$ cat src/rtl/formatter.sv
// formatter: fetches a channel id from the arbiter, waits for a downstream grant,
// then streams the packet's words with start/end framing and one cycle of latency.
module formatter (
    input  logic        clk_i,
    input  logic        rstn_i,
    input  logic        a2f_val_i,
    input  logic [1:0]  a2f_id_i,
    input  logic [31:0] a2f_data_i,
    input  logic [2:0]  a2f_pkglen_sel_i,
    output logic        f2a_id_req_o,
    output logic        f2a_ack_o,
    input  logic        fmt_grant_i,
    output logic        fmt_req_o,
    output logic        fmt_val_o,
    output logic        fmt_start_o,
    output logic        fmt_end_o,
    output logic [1:0]  fmt_chid_o,
    output logic [5:0]  fmt_length_o,
    output logic [31:0] fmt_data_o
);
    typedef enum logic [2:0] {IDLE, REQ_ID, WAIT_ID, FMT_REQ, SEND} state_t;

    state_t      state, state_nxt;
    logic [5:0]  cnt, len_dec;
    logic        last, latch;

    always_comb begin
        len_dec      = (a2f_pkglen_sel_i > 3'd3) ? 6'd32 : (6'd4 << a2f_pkglen_sel_i[1:0]);
        last         = cnt == fmt_length_o - 6'd1;
        latch        = (state == WAIT_ID) && (a2f_id_i != 2'b11);
        f2a_id_req_o = state == REQ_ID;
        fmt_req_o    = state == FMT_REQ;
        f2a_ack_o    = (state == SEND) && a2f_val_i;
        state_nxt    = state;
        case (state)
            IDLE:    state_nxt = REQ_ID;
            REQ_ID:  state_nxt = WAIT_ID;
            WAIT_ID: state_nxt = latch ? FMT_REQ : IDLE;
            FMT_REQ: state_nxt = fmt_grant_i ? SEND : FMT_REQ;
            SEND:    state_nxt = (f2a_ack_o && last) ? IDLE : SEND;
            default: state_nxt = IDLE;
        endcase
    end

    // counter returns to 0 on the last word so it never exceeds 31
    always_ff @(posedge clk_i or negedge rstn_i) begin
        if (!rstn_i) begin
            state        <= IDLE;
            cnt          <= 6'd0;
            fmt_chid_o   <= 2'd0;
            fmt_length_o <= 6'd0;
            fmt_data_o   <= 32'd0;
            fmt_val_o    <= 1'b0;
            fmt_start_o  <= 1'b0;
            fmt_end_o    <= 1'b0;
        end else begin
            state       <= state_nxt;
            fmt_val_o   <= f2a_ack_o;
            fmt_start_o <= f2a_ack_o && (cnt == 6'd0);
            fmt_end_o   <= f2a_ack_o && last;
            if (f2a_ack_o) begin
                fmt_data_o <= a2f_data_i;
                cnt        <= last ? 6'd0 : cnt + 6'd1;
            end
            if (latch) begin
                fmt_chid_o   <= a2f_id_i;
                fmt_length_o <= len_dec;
                cnt          <= 6'd0;
            end
        end
    end
endmodule

$ cat config.mk
export PLATFORM = sky130hd
export DESIGN_NAME = formatter
export DESIGN_NICKNAME = d
export VERILOG_FILES = /design/src/rtl/formatter.sv
export SDC_FILE = /design/constraint.sdc
export NUM_CORES = 1
export LEC_CHECK = 0
export CAP_MARGIN = 10
export CORE_MARGIN = 3
export CORE_UTILIZATION = 46
export CTS_CLUSTER_DIAMETER = 200
export DETAILED_ROUTE_END_ITERATION = 10
export HOLD_SLACK_MARGIN = 0.03
export PLACE_DENSITY_LB_ADDON = 0.15
export SYNTH_ARGS = -nofsm -noshare
export SYNTH_HDL_FRONTEND = slang
export SYNTH_SLANG_ARGS = --single-unit
export TNS_END_PERCENT = 5
$ cat constraint.sdc
create_clock -name clk_i -period 2.95 [get_ports clk_i]
set_input_delay 0.885 -clock clk_i [delete_from_list [all_inputs] [get_ports clk_i]]
set_output_delay 0.885 -clock clk_i [all_outputs]
set_load 0.02 [all_outputs]
-- Yosys cells after proc, flatten, opt, wreduce, memory -nomap -nowiden
Index checks and enable logic that the tools add are counted.
- register bits after elaboration: 52
- input bits: 41
- output and inout bits: 46
- logic and storage cells: 33
- add/sub/neg operators: 2
- $lt $le $gt $ge: 1
- eq/ne operators: 6
- shift operators: 1
- muxes and demuxes: 8
- reductions and logical operators: 7
- operators with widths (cell ; count):
    $mux 6 ; 4
    $pmux 3 s5 ; 1
    $add 6x1->6 const B ; 1
    $eq 3x2->1 const B ; 2
    $eq 6x6->1 ; 1
    $logic_not 6->1 ; 1
    $mux 3 ; 2
    $shl 3x2->6 const A ; 1
    $sub 6x1->6 const B ; 1
    $logic_and 1x1->1 ; 4
    $eq 3x1->1 const B ; 1
    $eq 3x3->1 const B ; 1
    $gt 3x2->1 const B ; 1
    $logic_not 3->1 ; 1
    $mux 2 ; 1
    $ne 2x2->1 const B ; 1
    $reduce_bool 2->1 ; 1

-- Depth between registers and ports, before layout
Gate-level depths: netlist (run 1).
- depth in word-level cells: 5
- gate-level depth with buffers: 7
- mapped depth without buffers: 6

-- Worst setup path after synthesis (run 1)
Ideal clock, no wire load.
- path kind: input -> output
- start point: in a2f_val_i
- end point: out f2a_ack_o
- arrival time: 1.323 ns
- required time: 2.065 ns
- path slack: 0.742 ns
- cell stages on the path: 3
- buffers on the path: 1
- cell sequence: nand3_1 inv_2 buf_2
- longest elaborated chain between the ends: 1
- RTL lines (item ; line ; source):
    from (decl) ; 6 ; input logic a2f_val_i,
    $logic_and 1x1->1 ; 33 ; f2a_ack_o = (state == SEND) && a2f_val_i;
    to (decl) ; 11 ; output logic f2a_ack_o,
Every way passes these cells.

-- Worst setup path after layout (run 1)
Same ends and word-level chain as after synthesis.

==> flow_metrics.env, run 1 <==
export IMPL_status="complete, no violations"
export IMPL_die_w_um=74.6
export IMPL_synth_largest_area_cell="dfrtp_1"
export IMPL_clock_path_buffers=2
export IMPL_dpl_hpwl_um=3700
export IMPL_netlist_area_mm2=0.00216
export IMPL_ys_seq_area_frac=0.578
export IMPL_hold_start="fmt_data_o[1]"
export IMPL_stdcell_count=378
export IMPL_avgSynthCellArea_um2=8.98
export IMPL_synth_enable_flop_cells=0
export IMPL_leakagePower_uw=0.00148
export IMPL_io_pins=87
export IMPL_synth_seq_cells=50
export IMPL_drtPass1Iterations=4
export IMPL_synth_area_leaders="dfrtp_1 (58%), nand2_1 (19%), nor2_1 (2.1%)"
export IMPL_post_place_ws_ns=-0.132
export IMPL_max_freq_ghz=0.357
export IMPL_crit_required_ns=2.07
export IMPL_drc_errors=0
export IMPL_pwr_share_comb=0.502
export IMPL_fill_cells=375
export IMPL_drv_slew=0
export IMPL_cap_violations=0
export IMPL_ys_flop_type="dfrtp_1"
export IMPL_pwr_share_seq=0.369
export IMPL_cp_startpoint="a2f_val_i"
export IMPL_diodes=0
export IMPL_grt_use_total=0.188
export IMPL_synth_cell_types=31
export IMPL_setup_tns_ns=0
export IMPL_cts_setup_buffers=0
export IMPL_utilization=0.702
export IMPL_clock_sinks=50
export IMPL_r2r_start="state[1]"
export IMPL_dr_total_vias=1871
export IMPL_cp_arrival_ns=1.91
export IMPL_cts_root_buf="clkbuf_8"
export IMPL_wl_per_cell_um=13.2
export IMPL_cp_start_kind="input port"
export IMPL_skew_ns=0.00336
export IMPL_via_per_inst=4.95
export IMPL_highest_layer="met4"
export IMPL_grt_ovfl_total=0
export IMPL_htreeDepth=2
export IMPL_criticalPathCategory="input port to output pin"
export IMPL_p_sw_uw=1240
export IMPL_wirelength_um=4990
export IMPL_fin_crit_ns=2.80
export IMPL_grt_max_degree=42
export IMPL_ant_nets=0
export IMPL_postPlaceCellArea_mm2=0.00303
export IMPL_die_h_um=74.6
export IMPL_start_util=0.487
export IMPL_rsz0062_at_grt="no"
export IMPL_synth_top_cell_area_share=0.578
export IMPL_path_max_fanout=2
export IMPL_wl_met1_um=2110
export IMPL_hp_class="flip-flop to flip-flop"
export IMPL_die_area_mm2=0.00556
export IMPL_syn_to_final_growth_pct=44.2
export IMPL_worst_slack_ns=0.151
export IMPL_clk_pin_slew_ns=0.09
export IMPL_hold_depth=2
export IMPL_antenna_found_initial=0
export IMPL_ys_warn_count=0
export IMPL_finalCritPeriodShare=0.949
export IMPL_cts_tree="built"
export IMPL_met3_length_um=375
export IMPL_yosysMostFrequentCell="nand2_1"
export IMPL_cp_end_kind="output pin"
export IMPL_vdd_ir_drop_max_mv=0.549
export IMPL_place_inst=370
export IMPL_hold_viol_final=0
export IMPL_synth_async_reset_ratio=1.00
export IMPL_rows=24
export IMPL_dr_first_iter_drc_count=50
export IMPL_gp_congestion=0.760
export IMPL_reg2regPathDepth=5
export IMPL_switching_share=0.393
export IMPL_grt_pass1_wl_um=8000
export IMPL_clk_latency_ns=0.30
export IMPL_setup_viol=0
export IMPL_cts_buffers=5
export IMPL_synth_cells=241
export IMPL_power_frac_clock=0.129
export IMPL_grt_pass1_vias=1841
export IMPL_fin_nets=369
export IMPL_drive_above_1_share=0.0552
export IMPL_yosys_top_cells_count="nand2_1 (110), dfrtp_1 (50), nor2_1 (12)"
export IMPL_design_area_mm2=0.00312
export IMPL_design_core_area_mm2=0.00444
export IMPL_met2_length_um=2420
export IMPL_numPortBuffers=84
export IMPL_intPower_uw=1910
export IMPL_powerDensity_mw_per_mm2=1010
-- metal layers --
layer | GRT usage | vias to the layer above
li1 | - | 929
met2 | 0.330 | 57
met4 | 0.0652 | 0
met3 | 0.0595 | 8
met1 | 0.216 | 877
met5 | 0 | -
-- final timing paths --
| kind | slack (ns) | end |
|---|---|---|
| setup / recovery | 0.15 | f2a_ack_o |
| setup reg to reg | 1.15 | cnt[4] |
| max in group asynchronous | 1.83 | fmt_val_o |
| hold reg to reg | 0.48 | fmt_data_o[1] |
| hold / removal | 0.48 | fmt_data_o[1] |
| min in group asynchronous | 0.53 | fmt_data_o[8] |
-- power groups by stage --
stage / logic [uW] / clock network [uW] / registers [uW]
floorplan: 524 / 0 / 1490
global placement: 1560 / 0 / 1160
detailed placement: 1590 / 0 / 1180
CTS: 1600 / 422 / 1160
global route: 1730 / 449 / 1200
finish: 1580 / 406 / 1160
-- through the flow --
| step | power (uW) | hold WS (ns) |
|---|---|---|
| detailed placement | 2770 | 0.461 |
| floorplan | 2010 | 0.471 |
| finish | 3140 | 0.478 |
| CTS | 3180 | 0.482 |
| global placement | 2720 | 0.456 |
| global route | 3370 | 0.496 |
-- cell usage in the layout, fill, tap and decap left out --
cell type / n
a21oi_1: 1
a31oi_1: 1
and2_2: 1
and3_1: 2
buf_2: 1
buf_4: 4
clkbuf_8: 6
clkdlybuf4s50_1: 82
clkinv_2: 1
clkinvlp_4: 1
conb_1: 2
dfrtp_1: 50
dlygate4sd2_1: 1
ha_1: 3
inv_1: 6
inv_2: 1
nand2_1: 110
nand2b_1: 2
nand3_1: 7
nand3b_1: 1
nand4_1: 1
nor2_1: 12
nor3_1: 4
nor3_2: 1
nor3b_1: 1
nor4_2: 1
o211ai_1: 3
o21ai_0: 6
o22a_1: 3
o31ai_1: 2
o41ai_1: 1
or3_1: 1
or4b_2: 1
xnor2_1: 4
xor2_1: 2
-- sequential cells by signal, summed over array words and instances (netlist names) --
| register | flops |
|---|---|
| fmt_val_o | 1 |
| fmt_chid_o | 2 |
| fmt_length_o | 4 |
| fmt_start_o | 1 |
| fmt_end_o | 1 |
| state | 3 |
| fmt_data_o | 32 |
| cnt | 6 |
-- worst max-delay path, stage by stage --
cell             delay, ns
clkdlybuf4s50_1       0.48
nand3_1               0.12
inv_2                 0.08
dlygate4sd2_1         0.34
-- area by class of cell --
class / instances / area (um2) / area share
sequential: 50 / 1250 / 0.401
timing repair buffer: 88 / 865 / 0.277
multi-input combinational: 173 / 817 / 0.262
clock buffer: 6 / 82.6 / 0.0265
tap: 52 / 65.1 / 0.0209
inverter: 7 / 26.3 / 0.00842
clock inverter: 2 / 12.5 / 0.00401
-- what timing repair did --
| item | 4_1_cts | 5_1_grt |
|---|---|---|
| resized for setup | 1 | 0 |
| hold buffers | 0 | 0 |
| setup endpoints to repair | 1 | 0 |
-- cells by family after synthesis --
kind of cell             count (synthesis)  share of synthesized area
other                                    1                    0.00173
buffers and inverters                   19                     0.0457
flip-flops                              50                      0.578
AND/OR/NAND/NOR                        145                      0.280
adder cells (fa/ha/maj)                  3                     0.0174
XOR/XNOR                                 6                     0.0243
AO/OA/AOI/OAI                           17                     0.0526
No activity file was read; power rests on OpenSTA's default activity.
==> run 2: changes to the inputs <==
--- a/config.mk
+++ b/config.mk
@@ -8,10 +8,11 @@
 export CAP_MARGIN = 10
 export CORE_MARGIN = 3
 export CORE_UTILIZATION = 46
-export CTS_CLUSTER_DIAMETER = 200
+export CTS_CLUSTER_DIAMETER = 150
 export DETAILED_ROUTE_END_ITERATION = 10
 export HOLD_SLACK_MARGIN = 0.03
 export PLACE_DENSITY_LB_ADDON = 0.15
+export RECOVER_POWER = 100
 export SYNTH_ARGS = -nofsm -noshare
 export SYNTH_HDL_FRONTEND = slang
 export SYNTH_SLANG_ARGS = --single-unit
==> run 2 against run 1 <==
Against the previous run:
- combinational power fell by 8%
- critical path type unchanged
- highest routed layer unchanged
- global-route usage did not move
- largest cell class unchanged
- worst setup slack barely moved
==> flow_metrics.env, run 2 (synthesis gave the netlist of run 1 again) <==
export IMPL_hp_class="flip-flop to flip-flop"
export IMPL_clk_latency_ns=0.30
export IMPL_wl_per_cell_um=13.1
export IMPL_clock_sinks=50
export IMPL_hold_start="fmt_data_o[1]"
export IMPL_switching_share=0.401
export IMPL_final_common_cell="nand2_1"
export IMPL_largest_reg_flops=32
export IMPL_crit_required_ns=2.07
export IMPL_grt_pass1_wl_um=8000
export IMPL_io_pins=87
export IMPL_drtPass1Iterations=4
export IMPL_syn_to_final_growth_pct=43.0
export IMPL_design_area_mm2=0.00309
export IMPL_regArea_mm2=0.00125
export IMPL_drc_errors=0
export IMPL_power_frac_clock=0.135
export IMPL_fill_cells=381
export IMPL_status="complete, no violations"
export IMPL_multi_input_area_um2=806
export IMPL_cts_tree="built"
export IMPL_p_sw_uw=1200
export IMPL_path_max_fanout=2
export IMPL_via_per_inst=4.96
export IMPL_cp_start_kind="input port"
export IMPL_dpl_hpwl_um=3700
export IMPL_rows=24
export IMPL_cts_buffers=5
export IMPL_max_freq_ghz=0.357
export IMPL_antenna_found_initial=0
export IMPL_cp_end_kind="output pin"
export IMPL_setup_viol=0
export IMPL_die_h_um=74.6
export IMPL_fin_nets=369
export IMPL_fin_crit_ns=2.80
export IMPL_finalCritPeriodShare=0.949
export IMPL_postPlaceCellArea_mm2=0.00303
export IMPL_wirelength_um=4960
export IMPL_powerDensity_mw_per_mm2=971
export IMPL_gp_congestion=0.760
export IMPL_top_register="fmt_data_o"
export IMPL_cp_arrival_ns=1.91
export IMPL_rsz0062_at_grt="no"
export IMPL_reg_largest_list="fmt_data_o: 32 flops, cnt: 6 flops, fmt_length_o: 4 flops"
export IMPL_hold_end="fmt_data_o[1]"
export IMPL_hold_viol_final=0
export IMPL_skew_ns=0.00385
export IMPL_relSlewSlack=0.259
export IMPL_cap_violations=0
export IMPL_numPortBuffers=84
export IMPL_grt_ovfl_total=0
export IMPL_die_area_mm2=0.00556
export IMPL_dr_first_iter_drc_count=56
export IMPL_start_util=0.487
export IMPL_criticalPathCategory="input port to output pin"
export IMPL_die_w_um=74.6
export IMPL_setup_tns_ns=0
export IMPL_cts_root_buf="clkbuf_8"
export IMPL_reg2regPathDepth=5
export IMPL_htreeDepth=2
export IMPL_pwr_share_seq=0.381
export IMPL_intPower_uw=1800
export IMPL_drv_slew=0
export IMPL_pwr_share_comb=0.484
export IMPL_leakagePower_uw=0.00156
export IMPL_vdd_ir_drop_max_mv=0.533
export IMPL_tightest_slew_ns=1.11
export IMPL_dr_total_vias=1873
export IMPL_design_core_area_mm2=0.00444
export IMPL_hold_depth=2
export IMPL_r2r_slack_ns=0.69
export IMPL_diodes=0
export IMPL_grt_max_degree=42
export IMPL_layout_common_cells="nand2_1 (110), dfrtp_1 (50), dlygate4sd3_1 (44)"
export IMPL_clock_path_buffers=2
export IMPL_r2r_end="cnt[4]"
export IMPL_drive_above_1_share=0.0368
export IMPL_utilization=0.696
export IMPL_grt_use_total=0.188
export IMPL_hold_buffers=0
export IMPL_ant_nets=0
export IMPL_r2r_start="state[1]"
export IMPL_clk_pin_slew_ns=0.09
export IMPL_grt_pass1_vias=1841
-- run 2: how the worst max path moves through the flow --
stage,from,to,slack (ns),cells past startpoint
final,a2f_val_i,f2a_ack_o,0.15,4
after global routing,a2f_val_i,f2a_ack_o,0.08,4
after CTS,a2f_val_i,f2a_ack_o,0.14,4
after detailed placement,a2f_val_i,f2a_ack_o,-0.13,4
after global placement,a2f_val_i,f2a_ack_o,-0.13,4
after floorplan,a2f_val_i,f2a_ack_o,0.74,3
-- run 2: area by class of cell --
class                   instances  area share
well taps                      52      0.0210
flip-flops and latches         50       0.404
repair buffers                 88       0.275
multi-input cells             173       0.260
clock inverters                 2     0.00404
inverters                       7     0.00849
clock buffers                   6      0.0267
-- run 2: per-stage QoR --
stage	std cells	hold slack (ns)	setup slack, ns	total power [uW]
finish	378	0.473	0.151	3000
global route	378	0.492	0.0817	3240
CTS	378	0.482	0.137	3180
detailed placement	370	0.461	-0.132	2770
global placement	370	0.456	-0.134	2720
floorplan	242	0.471	0.742	2010
-- run 2: layer usage --
layer | GRT usage | up-vias | part of all wire
met5 | 0 | - | 0
met4 | 0.0652 | 0 | 0.017
met3 | 0.0595 | 8 | 0.075
met2 | 0.330 | 57 | 0.49
met1 | 0.216 | 874 | 0.42
li1 | - | 934 | -
-- run 2: what timing repair did --
action | in CTS | in global routing
resized for setup | 1 | 0
setup endpoints to repair | 1 | 0
setup buffers | 0 | 0
-- run 2: critical path, stage by stage --
cell,delay (ns)
clkdlybuf4s50_1,0.48
nand3_1,0.11
inv_1,0.09
dlygate4sd2_1,0.35
-- run 2: power groups by stage --
stage / clock (uW) / combinational (uW) / sequential, uW
after global placement: 0 / 1560 / 1160
after detailed placement: 0 / 1590 / 1180
after CTS: 422 / 1600 / 1160
after global routing: 449 / 1600 / 1190
after floorplan: 0 / 524 / 1490
final: 405 / 1450 / 1150
